==> src/rtl/edge_capture_bank.sv <==
`default_nettype none
// ============================================================================
// Module   : edge_capture_bank
// Purpose  : Per-channel synchroniser, debounce and edge qualification with
//            sticky W1C pending/overrun flags and an OR-reduced interrupt.
// Revision : 1.0
// ============================================================================
module edge_capture_bank #(
    parameter int CHANNELS        = 8,
    parameter int SYNC_STAGES     = 2,
    parameter int DEBOUNCE_CYCLES = 4
) (
    input  logic                  clk,
    input  logic                  rst_n,
    input  logic [CHANNELS-1:0]   a_i,
    input  logic [2*CHANNELS-1:0] mode_i,
    input  logic [CHANNELS-1:0]   clear_i,
    output logic [CHANNELS-1:0]   level_o,
    output logic [CHANNELS-1:0]   pulse_o,
    output logic [CHANNELS-1:0]   pending_o,
    output logic [CHANNELS-1:0]   overrun_o,
    output logic                  irq_o
);

    localparam int c_CNT_W = (DEBOUNCE_CYCLES > 1) ? $clog2(DEBOUNCE_CYCLES) : 1;
    localparam logic [c_CNT_W-1:0] c_CNT_MAX = c_CNT_W'(DEBOUNCE_CYCLES - 1);
    localparam logic [c_CNT_W-1:0] c_CNT_ONE = c_CNT_W'(1);

    for (genvar gi = 0; gi < CHANNELS; gi++) begin : g_chan
        logic [SYNC_STAGES-1:0] r_sync;
        logic [c_CNT_W-1:0]     r_cnt;
        logic                   r_level;
        logic                   r_pulse;
        logic                   r_pending;
        logic                   r_overrun;
        logic [1:0]             w_mode;
        logic                   w_sync_out;
        logic                   w_accept;
        logic                   w_qual;
        logic                   w_ovr_set;

        assign w_sync_out = r_sync[SYNC_STAGES-1];
        assign w_mode     = mode_i[2*gi +: 2];
        // A transition is accepted on the edge that loads the new level, so
        // pulse and flags become visible together with level_o.
        assign w_accept   = (w_sync_out != r_level) && (r_cnt == c_CNT_MAX);
        assign w_qual     = (w_accept &  w_sync_out & w_mode[0]) |
                            (w_accept & ~w_sync_out & w_mode[1]);
        assign w_ovr_set  = w_qual & r_pending & ~clear_i[gi];

        always_ff @(posedge clk or negedge rst_n) begin
            if (!rst_n) begin
                r_sync <= '0;
            end else begin
                r_sync <= {r_sync[SYNC_STAGES-2:0], a_i[gi]};
            end
        end

        always_ff @(posedge clk or negedge rst_n) begin
            if (!rst_n) begin
                r_cnt   <= '0;
                r_level <= 1'b0;
            end else if (w_sync_out == r_level) begin
                r_cnt   <= '0;
            end else if (r_cnt == c_CNT_MAX) begin
                r_cnt   <= '0;
                r_level <= w_sync_out;
            end else begin
                r_cnt   <= r_cnt + c_CNT_ONE;
            end
        end

        // Set has priority over the same-cycle clear strobe.
        always_ff @(posedge clk or negedge rst_n) begin
            if (!rst_n) begin
                r_pulse   <= 1'b0;
                r_pending <= 1'b0;
                r_overrun <= 1'b0;
            end else begin
                r_pulse   <= w_qual;
                r_pending <= w_qual | (r_pending & ~clear_i[gi]);
                r_overrun <= w_ovr_set | (r_overrun & ~clear_i[gi]);
            end
        end

        assign level_o[gi]   = r_level;
        assign pulse_o[gi]   = r_pulse;
        assign pending_o[gi] = r_pending;
        assign overrun_o[gi] = r_overrun;
    end

    assign irq_o = |pending_o;

endmodule
`default_nettype wire

==> config.mk <==
export PLATFORM = sky130hd
export DESIGN_NAME = edge_capture_bank
export DESIGN_NICKNAME = d
export VERILOG_FILES = /design/src/rtl/edge_capture_bank.sv
export SDC_FILE = /design/constraint.sdc
export NUM_CORES = 1
export LEC_CHECK = 0
export ABC_AREA = 1
export CORE_MARGIN = 5
export CORE_UTILIZATION = 54
export DETAILED_ROUTE_END_ITERATION = 10
export DONT_BUFFER_PORTS = 1
export GPL_TIMING_DRIVEN = 0
export PLACE_DENSITY = 0.69
export SETUP_SLACK_MARGIN = 0.1
export SYNTH_ARGS = -nofsm -noshare
export SYNTH_HDL_FRONTEND = slang
export SYNTH_SLANG_ARGS = --single-unit
==> constraint.sdc <==
create_clock -name clk -period 1.2 [get_ports clk]
set_input_delay 0.36 -clock clk [delete_from_list [all_inputs] [get_ports clk]]
set_output_delay 0.36 -clock clk [all_outputs]
set_load 0.01 [all_outputs]
### After elaboration in Yosys (flattened, before gate mapping)

Index checks and enable logic that the tools add are counted.

| operators by class | value |
|---|---|
| $add $sub $neg | 8 |
| equality and inequality tests | 24 |
| multiplexer cells | 16 |
| bitwise operators | 112 |
| reduce and logical (&&, ||, !) cells | 17 |

Operator list:

| cell | number |
|---|---|
| 1-bit AND | 64 |
| 2-bit two-way mux | 16 |
| 1-bit inverter | 24 |
| 1-bit bitwise OR | 24 |
| 2-bit by 1-bit adder with 2-bit output (second input constant) | 8 |
| 2-bit equality test (second input constant) | 8 |
| 2-bit AND reduction | 8 |
| 1-bit equality test | 8 |
| 1-bit logical AND | 8 |
| 1-bit inequality test | 8 |
| 8-bit OR reduction | 1 |

| word-level totals | value |
|---|---|
| bits in registers | 64 |
| bits of input ports | 34 |
| output and inout bits | 33 |

### Longest topological paths before layout

Gate-level depths: netlist of the first run.

| logic depth | value |
|---|---|
| depth after elaboration | 8 |
| gate-level depth with buffers | 5 |
| gate-level depth less buffers | 5 |

### Least setup slack after synthesis of the first run

OpenSTA, ideal clock, no wires.

| timing | value |
|---|---|
| path type | register to output |
| from | register g_chan[7].r_pending |
| to | output irq_o |
| arrival time | 0.706 ns |
| data required time | 0.840 ns |
| path slack | 0.134 ns |
| stages on the path, launching flop included | 5 |
| cells stage by stage | dfrtp_1 -> inv_1 -> nand2_1 -> nor3_1 -> nand3_1 |

| on the way | value |
|---|---|
| word-level cells in the longest chain between the ends | 1 |

Ends and longest elaborated chain:

| what | RTL line | text |
|---|---|---|
| start, declared | 34 | `logic r_pending;` |
| start signal, assigned | 81 | `r_pending <= w_qual \| (r_pending & ~clear_i[gi]);` |
| 8-bit OR reduction | 92 | `assign irq_o = \|pending_o;` |
| end, declared | 22 | `output logic irq_o` |

No other way between the ends.

### Final worst setup path of the first run

Ends and elaborated chain as after synthesis.

==> flow_metrics.py, run 1 <==
metrics = {
    "synth": {
        "synth.yosys.seq_area_share": 0.573,
        "synth_area_sq_mm": 0.00279,
        "synth_ff_type": "dfrtp_1",
        "netlist.area_leader.share": 0.573,
        "ys_ff_latch": 64,
        "synth.avg_cell_area_sq_um": 10.1,
        "netlist_instances": 277,
        "ys_async_sr_fraction": 1.00,
        "synth-edff-count": 0,
        "synth_nets": 319,
        "yosysWarnings": 0,
        "ys_top_cells_by_count": "64 x dfrtp_1, 41 x nand2_1, 40 x inv_1, 32 x buf_4, 25 x nand3_1",
        "yosysTopAreaCell": "dfrtp_1",
        "yosysMostFrequentCell": "dfrtp_1",
        "yosysUniqueCellTypes": 13,
        "ys_top_cells_by_area": "dfrtp_1 57%, buf_4 8.6%, nand2_1 5.5%",
    },
    "drt": {
        "drc": 0,
        "firstDrtPassIters": 4,
        "routed_via_density": 4.86,
        "drt-total-wl_mm": 4.81,
        "wl_per_cell_um": 12.6,
        "route.vias.total": 1858,
        "ant_nets": 0,
        "drt_iter0_drc": 62,
    },
    "grt": {
        "grt_pass1_wl_mm": 8.11,
        "grt_pass1_vias": 1886,
        "grt_max_degree": 65,
        "antenna_found_initial": 0,
        "track_usage": 0.162,
        "grt_overflow": 0,
    },
    "cts": {
        "cts_num_sinks": 64,
        "insertion_delay_ns": 0.32,
        "htreeDepth": 3,
        "cts_made_buffers": 9,
        "path_clk_slew_ns": 0.06,
        "root_buffer": "clkbuf_8",
        "clock_path_buffers": 2,
        "tritoncts": "done",
    },
    "sta": {
        "min_period_ns": 1.45,
        "max_freq_mhz": 688,
        "min_period_over_period": 1.21,
        "rsz0062_at_grt": "true",
        "tightest_slew_ns": 0.265,
        "worst_slack_ns": -0.254,
        "report.final.hold_viol_count": 64,
        "worst_hold_slack_ns": -0.273,
        "setup_viol": 14,
        "slew_violations": 0,
        "slew-limit-headroom": 0.822,
        "fin_skew_ns": 0.00527,
    },
    "min_path": {
        "hp-class": "in -> async",
    },
    "floorplan": {
        "initial_utilization": 0.551,
        "core-area_sq_mm": 0.00507,
        "dieArea_sq_mm": 0.00671,
        "num_rows": 26,
        "io_pins": 67,
        "die_y_um": 81.9,
        "die_w_um": 81.9,
    },
    "layout": {
        "drive_gt1_frac": 0.250,
        "diodes": 0,
        "final_cells": 382,
        "fin_area_sq_mm": 0.00333,
        "final_nets": 351,
        "syn2layout_area_growth_pct": 19.3,
        "final_util": 0.657,
    },
    "placed_design": {
        "dp_cells": 347,
        "dp_hpwl_mm": 3.34,
        "gp_congestion": 0.713,
        "portBuffers": 0,
        "place_area_sq_mm": 0.00288,
    },
    "run": {
        "maxCapViolCount": 0,
    },
    "status": {
        "violations": "hold timing, setup timing",
        "status": "finished with violations",
    },
    "worst_setup_path": {
        "crit_type": "reg -> out",
        "start_kind": "flop",
        "crit_path_end_kind": "output pin",
        "crit_arrival_ns": 1.09,
        "crit_fanout": 2,
        "crit_required_ns": 0.84,
    },
    "pwr": {
        "vdd_drop_max_mv": 1.19,
        "power.leakage_nw": 1.80,
        "pwr_density_cell_mw_per_mm2": 1860,
    },
}
==> timing repair <==
action / in CTS / in global routing
buffers inserted: 17 / 6
endpoints found under the hold margin: 64 / 64
gates resized for setup: 37 / 3
gates cloned: 0 / 0
endpoints found under the setup margin: 33 / 36
pin swaps: 3 / 5
==> area by class of cell <==
type                    count  area (sq um)
plain buffers              32           353
clock buffers              13           149
clock inverters             1          5.00
fillers                   426          1740
inverters                  40           150
multi-input cells         141           821
flip-flops and latches     64          1600
well taps                  70          87.6
repair buffers             21           165
==> critical path, stage by stage (launching register included) <==
cell     delay, ns
dfrtp_1       0.39
inv_2         0.07
nand2_2       0.06
nor3_4        0.13
nand3_2       0.12
==> state kept, by name, summed over array words and instances (netlist names) <==
| name | cells |
|---|---|
| g_chan.r_pending | 8 |
| g_chan.r_overrun | 8 |
| g_chan.r_sync | 16 |
| g_chan.r_cnt | 16 |
| g_chan.r_pulse | 8 |
| g_chan.r_level | 8 |
==> path summary, 6_finish.rpt <==
check,end,depth (start not counted),startpoint,slack [ns]
max in group asynchronous,g_chan[4].r_level,0,rst_n,1.37
min,g_chan[6].r_level,0,rst_n,-0.27
min reg2reg,g_chan[1].r_sync[1],0,g_chan[1].r_sync[0],0.35
min in group clk,g_chan[6].r_sync[0],0,a_i[6],0.06
max reg2reg,g_chan[6].r_pending,3,g_chan[6].r_cnt[0],0.15
max,irq_o,4,g_chan[7].r_pending,-0.25
==> cells in the final DEF (no fill, tap or decap), types with 10 or more instances in the layout <==
master    instances
dfrtp_1          64
nand2_1          40
inv_1            37
buf_6            32
nand3_1          24
buf_4            21
nor2_1           18
nand4_1          16
clkbuf_8         10
==> cell families after synthesis <==
logic type / count (synthesis) / synth area share
XOR/XNOR: 8 / 0.0251
AND/OR/NAND/NOR: 117 / 0.212
buffers and inverters: 72 / 0.140
AO/OA/AOI/OAI: 8 / 0.0143
flip-flops: 64 / 0.573
adder cells (fa/ha/maj): 8 / 0.0358
==> metal layers <==
layer  GRT usage  vias up  part of all wire
li1            -      921                 -
met1       0.182      890              0.40
met2       0.275       40              0.53
met3      0.0439        7             0.061
met4      0.0930        0             0.015
met5           0        -                 0
==> where the power goes <==
part / internal, mW / total [mW] / switching [mW]
combinational: 0.956 / 1.86 / 0.906
clock: 0.782 / 1.49 / 0.706
sequential: 2.58 / 2.85 / 0.271
total: 4.32 / 6.20 / 1.88
==> stage by stage <==
step	hold slack [ns]	worst slack (ns)	setup TNS [ns]	power (mW)
after floorplan	0.0644	0.134	0	4.10
after global placement	0.0660	-0.119	-0.119	4.31
after detailed placement	0.0660	-0.108	-0.108	4.37
after CTS	-0.292	-0.357	-1.39	6.29
after global routing	-0.296	-0.347	-1.95	6.68
final	-0.273	-0.254	-1.05	6.20
Power figures use the tool's default switching activity.
==> run 2, diff against run 1 <==
- clock period: 1.2 -> 1.35 ns (I/O delays scaled with it)
==> run 2 against run 1 <==
- the run still ends with hold timing, setup timing left
- via count grew 0.43%
- hold slack gained 0.045 ns
- die area unchanged
- clock-buffer cell count unchanged
- clock power decreased by 11%
- utilization is the same
- routed wire length fell by 0.17%
- flip-flop and latch count unchanged
- sequential share of layout area unchanged
- largest cell class unchanged
==> flow_metrics.py, run 2 (synthesis results as in run 1) <==
metrics = {
    "worst_setup_path": {
        "cpLargestDelayFamily": "flip-flops",
        "cp_cell_sequence": "inv_2 > nand2_2 > nor3_4 > nand3_2",
        "cp_slowest_stage_delay_ns": 0.39,
        "crit_path_end_kind": "output pin",
        "timing.rr.start": "g_chan[4].r_level",
        "reg2reg_slack_ns": 0.28,
        "crit_fanout": 2,
        "crit_required_ns": 0.95,
        "crit_type": "reg -> out",
        "worst-path-buf-inv": 1,
        "cpMaxStageDelayCell": "dfrtp_1",
        "start_kind": "flop",
        "rr_worst_depth": 7,
        "crit_arrival_ns": 1.09,
        "r2r-end": "g_chan[4].r_overrun",
    },
    "sta": {
        "setup_viol": 4,
        "min_period_ns": 1.50,
        "worst_slack_ns": -0.149,
        "worst_hold_slack_ns": -0.228,
        "tightest_slew_ns": 0.265,
        "min_period_over_period": 1.11,
        "slew-limit-headroom": 0.822,
        "rsz0062_at_grt": "true",
        "slew_violations": 0,
        "report.final.hold_viol_count": 64,
        "max_freq_mhz": 667,
        "fin_skew_ns": 0.00542,
    },
    "placed_design": {
        "place_ws_ns": -0.00312,
        "dp_hpwl_mm": 3.34,
        "place_area_sq_mm": 0.00288,
        "dp_cells": 347,
        "gp_congestion": 0.713,
        "portBuffers": 0,
    },
    "drt": {
        "firstDrtPassIters": 4,
        "wl_per_cell_um": 12.5,
        "drc": 0,
        "ant_nets": 0,
        "routed_via_density": 4.87,
        "route.vias.total": 1866,
        "drt-total-wl_mm": 4.80,
        "drt_iter0_drc": 69,
    },
    "floorplan": {
        "initial_utilization": 0.551,
        "die_w_um": 81.9,
        "io_pins": 67,
        "core-area_sq_mm": 0.00507,
        "die_y_um": 81.9,
        "num_rows": 26,
        "dieArea_sq_mm": 0.00671,
    },
    "cts": {
        "root_buffer": "clkbuf_8",
        "tritoncts": "done",
        "clock_path_buffers": 2,
        "htreeDepth": 3,
        "cts_made_buffers": 9,
        "cts_num_sinks": 64,
        "path_clk_slew_ns": 0.06,
        "insertion_delay_ns": 0.32,
    },
    "layout": {
        "fin_area_sq_mm": 0.00333,
        "drive_gt1_frac": 0.249,
        "final_cells": 383,
        "layout_common_cells": "64 x dfrtp_1, 40 x nand2_1, 38 x inv_1, 30 x buf_6",
        "syn2layout_area_growth_pct": 19.3,
        "reg_top3": "g_chan.r_cnt: 16 flops, g_chan.r_sync: 16 flops",
        "diodes": 0,
        "layout_commonest_cell": "dfrtp_1",
        "final_nets": 352,
    },
    "status": {
        "violations": "hold timing, setup timing",
        "status": "finished with violations",
    },
    "grt": {
        "antenna_found_initial": 0,
        "grt_pass1_wl_mm": 8.11,
        "grt_pass1_vias": 1886,
        "grt_overflow": 0,
        "grt_max_degree": 65,
        "track_usage": 0.162,
    },
    "pwr": {
        "pwr_density_cell_mw_per_mm2": 1660,
        "power.leakage_nw": 1.80,
        "vdd_drop_max_mv": 1.06,
        "total_power_mw": 5.52,
    },
    "min_path": {
        "hp-class": "in -> async",
    },
    "run": {
        "maxCapViolCount": 0,
    },
}
## run 2: cell types whose count changed in the layout (fill, tap and decap cells not counted)
cell and change:
inv_2 -1, buf_6 -2, buf_4 +3, inv_1 +1
## run 2: cell type report
cell class / count / area (sq um)
Clock inverter: 1 / 5.00
Buffer: 32 / 345
Sequential cell: 64 / 1600
Tap cell: 70 / 87.6
Timing Repair Buffer: 22 / 173
Multi-Input combinational cell: 141 / 821
Clock buffer: 13 / 149
Inverter: 40 / 150
Fill cell: 425 / 1740
## run 2: worst max path at each step
stage | from | end | slack, ns | depth (start not counted)
after detailed placement | g_chan[7].r_pending | irq_o | -0.003 | 4
after floorplan | g_chan[7].r_pending | irq_o | 0.24 | 4
after global routing | g_chan[7].r_pending | irq_o | -0.24 | 4
final | g_chan[7].r_pending | irq_o | -0.15 | 4
after global placement | g_chan[7].r_pending | irq_o | -0.01 | 4
after CTS | g_chan[6].r_pending | irq_o | -0.25 | 4
## run 2: report_power, final
| part | total (mW) | switching, mW | internal (mW) |
|---|---|---|---|
| clock | 1.32 | 0.628 | 0.695 |
| combinational | 1.67 | 0.807 | 0.862 |
| sequential | 2.53 | 0.240 | 2.29 |
## run 2: repair_timing
action | 4_1_cts | 5_1_grt
pin swaps | 3 | 3
endpoints found under the hold margin | 64 | 64
buffers inserted | 17 | 6
endpoints found under the setup margin | 25 | 31
resized for setup | 29 | 8
## run 2: per-layer routing
layer  vias to the layer above  global-route usage  share of wire
li1                        922                   -              -
met1                       894               0.184           0.40
met2                        43               0.273           0.52
met3                         7              0.0439          0.061
met4                         0              0.0930          0.015
met5                         -                   0              0
## run 2: through the flow
| stage | utilization | hold WS [ns] | TNS (ns) |
|---|---|---|---|
| after floorplan | - | 0.109 | 0 |
| after global placement | 0.568 | 0.111 | -0.0137 |
| after detailed placement | 0.568 | 0.111 | -0.00312 |
| after CTS | 0.644 | -0.247 | -0.532 |
| after global routing | 0.657 | -0.251 | -0.701 |
| final | 0.657 | -0.228 | -0.492 |
